$ cat src/rtl/full_adder_pkg.sv
// Shared constants, result type and a reference add function for full_adder.
// Optional signed-overflow outputs are enabled by defining FULL_ADDER_OVF_EN.
package full_adder_pkg;

  // Default operand width: the classic 1-bit full adder.
  localparam int unsigned FA_DEFAULT_WIDTH = 1;

  // Widest operand the reference function can model.
  localparam int unsigned FA_REF_MAX_WIDTH = 64;

  typedef struct packed {
    logic                        cout;
    logic [FA_REF_MAX_WIDTH-1:0] sum;
  } fa_result_t;

  // Reference {cout,sum} of a + b + cin at a given width (1..FA_REF_MAX_WIDTH).
  // Operand bits above 'width' are ignored so callers may pass wider values.
  function automatic fa_result_t fa_ref_add(input logic [FA_REF_MAX_WIDTH-1:0] a,
                                            input logic [FA_REF_MAX_WIDTH-1:0] b,
                                            input logic                        cin,
                                            input int unsigned                 width);
    logic [FA_REF_MAX_WIDTH-1:0] mask;
    logic [FA_REF_MAX_WIDTH:0]   full;
    fa_result_t                  res;
    if (width >= FA_REF_MAX_WIDTH) begin
      mask = '1;
    end else begin
      mask = (FA_REF_MAX_WIDTH'(1) << width) - FA_REF_MAX_WIDTH'(1);
    end
    full = {1'b0, a & mask} + {1'b0, b & mask} + {{FA_REF_MAX_WIDTH{1'b0}}, cin};
    res.sum = full[FA_REF_MAX_WIDTH-1:0] & mask;
    if (width >= FA_REF_MAX_WIDTH) begin
      res.cout = full[FA_REF_MAX_WIDTH];
    end else begin
      res.cout = full[width];
    end
    return res;
  endfunction

endpackage

$ cat src/rtl/fa_bit.sv
// One-bit full adder cell; chained by full_adder to form a ripple-carry adder.
module fa_bit (
  input  logic a,
  input  logic b,
  input  logic c_in,
  output logic s,
  output logic c_out
);

  logic p;

  // Propagate term shared by sum and carry.
  always_comb begin
    p     = a ^ b;
    s     = p ^ c_in;
    c_out = (a & b) | (c_in & p);
  end

endmodule

$ cat src/rtl/full_adder.sv
// Ripple-carry adder with a combinational result and a one-stage registered copy.
// Define FULL_ADDER_OVF_EN to add the signed-overflow outputs ovf and ovf_q.
module full_adder
  import full_adder_pkg::*;
#(
  parameter int unsigned WIDTH = FA_DEFAULT_WIDTH
) (
  input  logic [WIDTH-1:0] a,
  input  logic [WIDTH-1:0] b,
  input  logic             cin,
  output logic [WIDTH-1:0] sum,
  output logic             cout,
  input  logic             clk,
  input  logic             rst_n,
  input  logic             in_valid,
  output logic [WIDTH-1:0] sum_q,
  output logic             cout_q,
  output logic             out_valid
`ifdef FULL_ADDER_OVF_EN
  ,
  output logic             ovf,
  output logic             ovf_q
`endif
);

  // carry[i] is the carry into bit i; carry[WIDTH] is the carry-out.
  logic [WIDTH:0] carry;

  assign carry[0] = cin;

  for (genvar i = 0; i < WIDTH; i++) begin : g_bit
    fa_bit u_fa_bit (
      .a     (a[i]),
      .b     (b[i]),
      .c_in  (carry[i]),
      .s     (sum[i]),
      .c_out (carry[i+1])
    );
  end

  assign cout = carry[WIDTH];

`ifdef FULL_ADDER_OVF_EN
  // Signed overflow: carry into the MSB differs from carry out of it.
  assign ovf = carry[WIDTH] ^ carry[WIDTH-1];
`endif

  // Registered copy: valid always tracks in_valid, data only moves on valid.
  always_ff @(posedge clk) begin
    if (!rst_n) begin
      sum_q     <= '0;
      cout_q    <= 1'b0;
      out_valid <= 1'b0;
`ifdef FULL_ADDER_OVF_EN
      ovf_q     <= 1'b0;
`endif
    end else begin
      out_valid <= in_valid;
      if (in_valid) begin
        sum_q  <= sum;
        cout_q <= cout;
`ifdef FULL_ADDER_OVF_EN
        ovf_q  <= ovf;
`endif
      end
    end
  end

endmodule

$ cat config.mk
export PLATFORM = sky130hd
export DESIGN_NAME = full_adder
export DESIGN_NICKNAME = d
export VERILOG_FILES = /design/src/rtl/full_adder_pkg.sv /design/src/rtl/fa_bit.sv /design/src/rtl/full_adder.sv
export SDC_FILE = /design/constraint.sdc
export NUM_CORES = 1
export LEC_CHECK = 0
export CORE_AREA = 2 2 39 41
export CTS_CLUSTER_DIAMETER = 60
export DETAILED_ROUTE_END_ITERATION = 8
export DIE_AREA = 0 0 41 43
export GPL_TIMING_DRIVEN = 0
export SLEW_MARGIN = 20
export SYNTH_ARGS = -nofsm -noshare
export SYNTH_HDL_FRONTEND = slang
export SYNTH_SLANG_ARGS = --single-unit
$ cat constraint.sdc
create_clock -name clk -period 2.2 [get_ports clk]
set_clock_uncertainty 0.2 [all_clocks]
set_input_delay 0.44 -clock clk [delete_from_list [all_inputs] [get_ports clk]]
set_output_delay 0.44 -clock clk [all_outputs]
set_load 0.02 [all_outputs]
==> Word level (Yosys, flattened, before mapping) <==
Cells that the tools add are included.
{ "word_totals": {"register_bits": 3, "input_bits": 6, "output_inout_bits": 5, "wordCells": 8} }
{ "classes": {"bitwise_logic": 5} }
{ "ops": {"columns": ["op", "n"], "rows": [
  ["bitwise AND 1 bit", 2],
  ["bitwise XOR 1 bit", 2],
  ["bitwise OR 1 bit", 1]
]} }

==> Logic depth before layout (Yosys ltp) <==
Gate-level depths: netlist of the first run.
{ "logic_depth": {"word_depth": 3, "depth_mapped": 3, "mapped_depth_nobuf": 3} }

==> Modules after synthesis <==
From an unflattened synthesis of the first run, not the netlist that was laid out.
{ "hier_totals": {"cells_unflattened": 9, "area_unflattened_um2": 120.1} }
{ "modules_own_cells": {"columns": ["module", "instances", "cells_per_inst", "area_each_um2", "seq_area_each_um2"], "rows": [
  ["full_adder", 1, 8, 100.1, 60.1],
  ["fa_bit", 1, 1, 20.0, 0.0]
]} }

==> Least setup slack after synthesis of the first run <==
No wires, ideal clock.
{ "synth_timing": {"path_kind": "input-to-output", "startpoint": "input port a", "endpoint": "output port sum", "arrival_time_ps": 1097, "required_time_ps": 1560, "setup_slack_ps": 463, "path_stages": 1, "n_path_buf": 0, "cell_sequence": "fa_1"} }
{ "synth_via": {"elab_chain_len": 2} }
{ "synth_rtl": {"columns": ["item", "line_no", "rtl"], "rows": [
  ["start: declaration", "full_adder.sv:8", "input logic [WIDTH-1:0] a,"],
  ["bitwise XOR 1 bit", "fa_bit.sv:14", "p = a ^ b;"],
  ["bitwise XOR 1 bit", "fa_bit.sv:15", "s = p ^ c_in;"],
  ["end: declaration", "full_adder.sv:11", "output logic [WIDTH-1:0] sum,"]
]} }
No other way between the ends.

==> Worst setup path after layout of the first run <==
{ "layout_timing": {"startpoint": "input port cin", "endpoint": "output port sum"} }
{ "layout_via": {"elab_chain_len": 1} }
{ "layout_rtl": {"columns": ["item", "line_no", "rtl"], "rows": [
  ["start: declaration", "full_adder.sv:10", "input logic cin,"],
  ["bitwise XOR 1 bit", "fa_bit.sv:15", null]
]} }
No other way between the ends.

==> results.json, run 1 <==
{
  "fmax_mhz": 485,
  "cap_violations": 0,
  "max_slew_margin_pct": 85.9,
  "nets": 31,
  "hold_class": "reg2reg",
  "register_area_um2": 60.1,
  "path_class": "in2out",
  "numCtsBuffers": 3,
  "insertion_delay_ns": 0.23,
  "min_from": "sum_q$_SDFFE_PN0P_",
  "die_area_um2": 1760,
  "diodes": 0,
  "pin_count": 11,
  "p_per_area_nw_per_um2": 760,
  "antenna_found_initial": 0,
  "htreeDepth": 1,
  "final.setup.tns_ns": 0,
  "cts_tree": "built",
  "start_kind": "primary input",
  "drive_above_1_share_pct": 26.1,
  "holdBufCountCts": 0,
  "route.vias.total": 119,
  "arrival_ns": 1.42,
  "synth_edf_count": 0,
  "clockBufferDepth": 2,
  "first_iter_violations": 0,
  "grt_max_degree": 4,
  "power_frac_clock_pct": 47.2,
  "async_flop_share_pct": 0,
  "cp_data_required_time_ns": 1.56,
  "place_ws_ns": -0.515,
  "die_y_um": 43,
  "timing.final.crit_share_pct": 93.6,
  "wl_per_cell_um": 7.54,
  "ant_nets": 0,
  "ys_warn_count": 0,
  "power.switching_w": 0.0000516,
  "dp_cells": 35,
  "yosysTopAreaCellShare_pct": 50.0,
  "syn_inst": 9,
  "worst_slew_pin_slew_ns": 0.211,
  "cp-end-kind": "primary output",
  "die_w_um": 41,
  "nFillCells": 160,
  "port_buffers": 10,
  "hold_viol_final": 0,
  "drt_pass1_iterations": 1,
  "root_buffer": "clkbuf_4",
  "ir_drop_mv": 0.161,
  "intPower_w": 0.000153,
  "synth_top_flop_cell": "dfxtp_1",
  "gr-total-overflow": 0,
  "syn_area_um2": 120,
  "worstPathMaxFanout": 2,
  "synthToLayoutAreaGrowth_pct": 124,
  "yosysTopAreaCell": "dfxtp_1",
  "status": "finished, final reports clean",
  "netlist_top_cells_area": "dfxtp_1 (50%), fa_1 (17%), mux2i_1 (17%)",
  "setup_viol": 0,
  "seq_power_share_pct": 29.5,
  "clock_sinks": 3,
  "synth-seq-area-share_pct": 50.0,
  "total_leakage_power_nw": 0.119,
  "layout.cells.non_filler": 39,
  "stdcell_area_um2": 269,
  "avgSynthCellArea_um2": 13.3,
  "setup_ws_ns": 0.140,
  "wirelength_um": 294,
  "clkTransAtPathRegs_ns": 0.04,
  "drc": 0,
  "hold-worst-slack_ns": 0.310,
  "grt_pass1_vias": 123,
  "synth_common_cells": "dfxtp_1 (3), mux2i_1 (2), nor2b_1 (2)",
  "rsz0062_at_grt": "false",
  "worstHoldEndpoint": "sum_q$_SDFFE_PN0P_",
  "start_util_pct": 8.68,
  "syn-num-nets": 16,
  "fp-row-count": 14,
  "dpl_cell_area_um2": 240,
  "reg2reg_to": "cout_q$_SDFFE_PN0P_",
  "rrSetupSlack_ns": 1.40,
  "coreArea_um2": 1380,
  "hold_depth": 2,
  "grt_pass1_wl_um": 489,
  "multi_input_area_um2": 60.1,
  "drv_slew": 0,
  "reg2reg_depth": 2,
  "yosysUniqueCellTypes": 5,
  "synth_most_common_cell": "dfxtp_1",
  "synth-seq-cells": 3,
  "period_minus_slack_ns": 2.06,
  "gp_congestion": 0.635,
  "vias_per_cell": 3.05,
  "grtUsageTotal_pct": 5.13,
  "r2r-start": "cout_q$_SDFFE_PN0P_",
  "power.share.switching_pct": 25.2,
  "combPwrFrac_pct": 23.3
}
[worst max-delay path by stage]
stage,start,slack [ns],end
finish,cin,0.14,sum
global route,cin,0.11,sum
CTS,a,0.02,sum
detailed placement,a,-0.51,sum
global placement,a,-0.50,sum
floorplan,a,0.46,sum
[flip-flops by register name (all words and copies together), names as in the netlist]
signal     cells
out_valid      1
sum_q          1
cout_q         1
[worst max-delay path, cell delays in order]
cell	delay [ns]
dlygate4sd2_1	0.25
fa_1	0.60
buf_6	0.14
[what timing repair did]
item,in CTS,in global routing
gates resized for setup,11,1
setup endpoints to repair,2,2
setup buffers,0,0
hold endpoints to repair,0,0
pin swaps,1,1
[cells in the final DEF, fill, tap and decap left out]
| cell type | count |
|---|---|
| nor2b_1 | 2 |
| dlymetal6s2s_1 | 1 |
| mux2i_1 | 2 |
| clkdlybuf4s15_2 | 1 |
| dfxtp_1 | 3 |
| fa_1 | 1 |
| dlygate4sd2_1 | 2 |
| clkdlybuf4s50_1 | 5 |
| buf_6 | 1 |
| and2_2 | 1 |
| clkbuf_1 | 1 |
| clkbuf_4 | 3 |
[area by class of cell]
class	instances	share of cell area (%)
multi-input cells	6	22.3
flip-flops and latches	3	22.3
repair buffers	10	38.1
clock buffers	4	9.77
well taps	16	7.44
[stage by stage]
stage	power, W	util (%)
3_5_place_dp	0.000110	17.4
4_1_cts	0.000213	19.3
2_1_floorplan	0.0000829	-
6_report	0.000204	19.4
5_1_grt	0.000220	19.4
3_3_place_gp	0.000109	17.4
[cell families (layout without fill, tap and decap cells)]
group	after synthesis	in the layout	synth area share, %
adder cells (fa/ha/maj)	1	1	16.7
buffers and inverters	0	14	0
flip-flops	3	3	50.0
multiplexers	2	2	16.7
AND/OR/NAND/NOR	3	3	16.7
[power by group through the flow]
stage | combinational (W) | sequential, W | clock, W
floorplan | 0.0000168 | 0.0000661 | 0
global placement | 0.0000480 | 0.0000612 | 0
detailed placement | 0.0000488 | 0.0000612 | 0
CTS | 0.0000484 | 0.0000603 | 0.000104
global route | 0.0000522 | 0.0000605 | 0.000107
finish | 0.0000476 | 0.0000604 | 0.0000965
[routing by layer]
layer  track usage [%]  wire (um)  vias up  share of wire (%)
li1                  -          -       57                  -
met5                 0          0        -                  0
met1              5.81        160       51                 54
met3              4.71         40        0                 14
met4              6.00          0        0                  0
met2              4.69         93       11                 32
No activity file was read; power rests on OpenSTA's default activity.
==> inputs of run 2 (changes only) <==
- TNS_END_PERCENT: unset -> 50
==> results of run 2 <==
No change in the layout: final DEF, timing and power equal those of run 1.
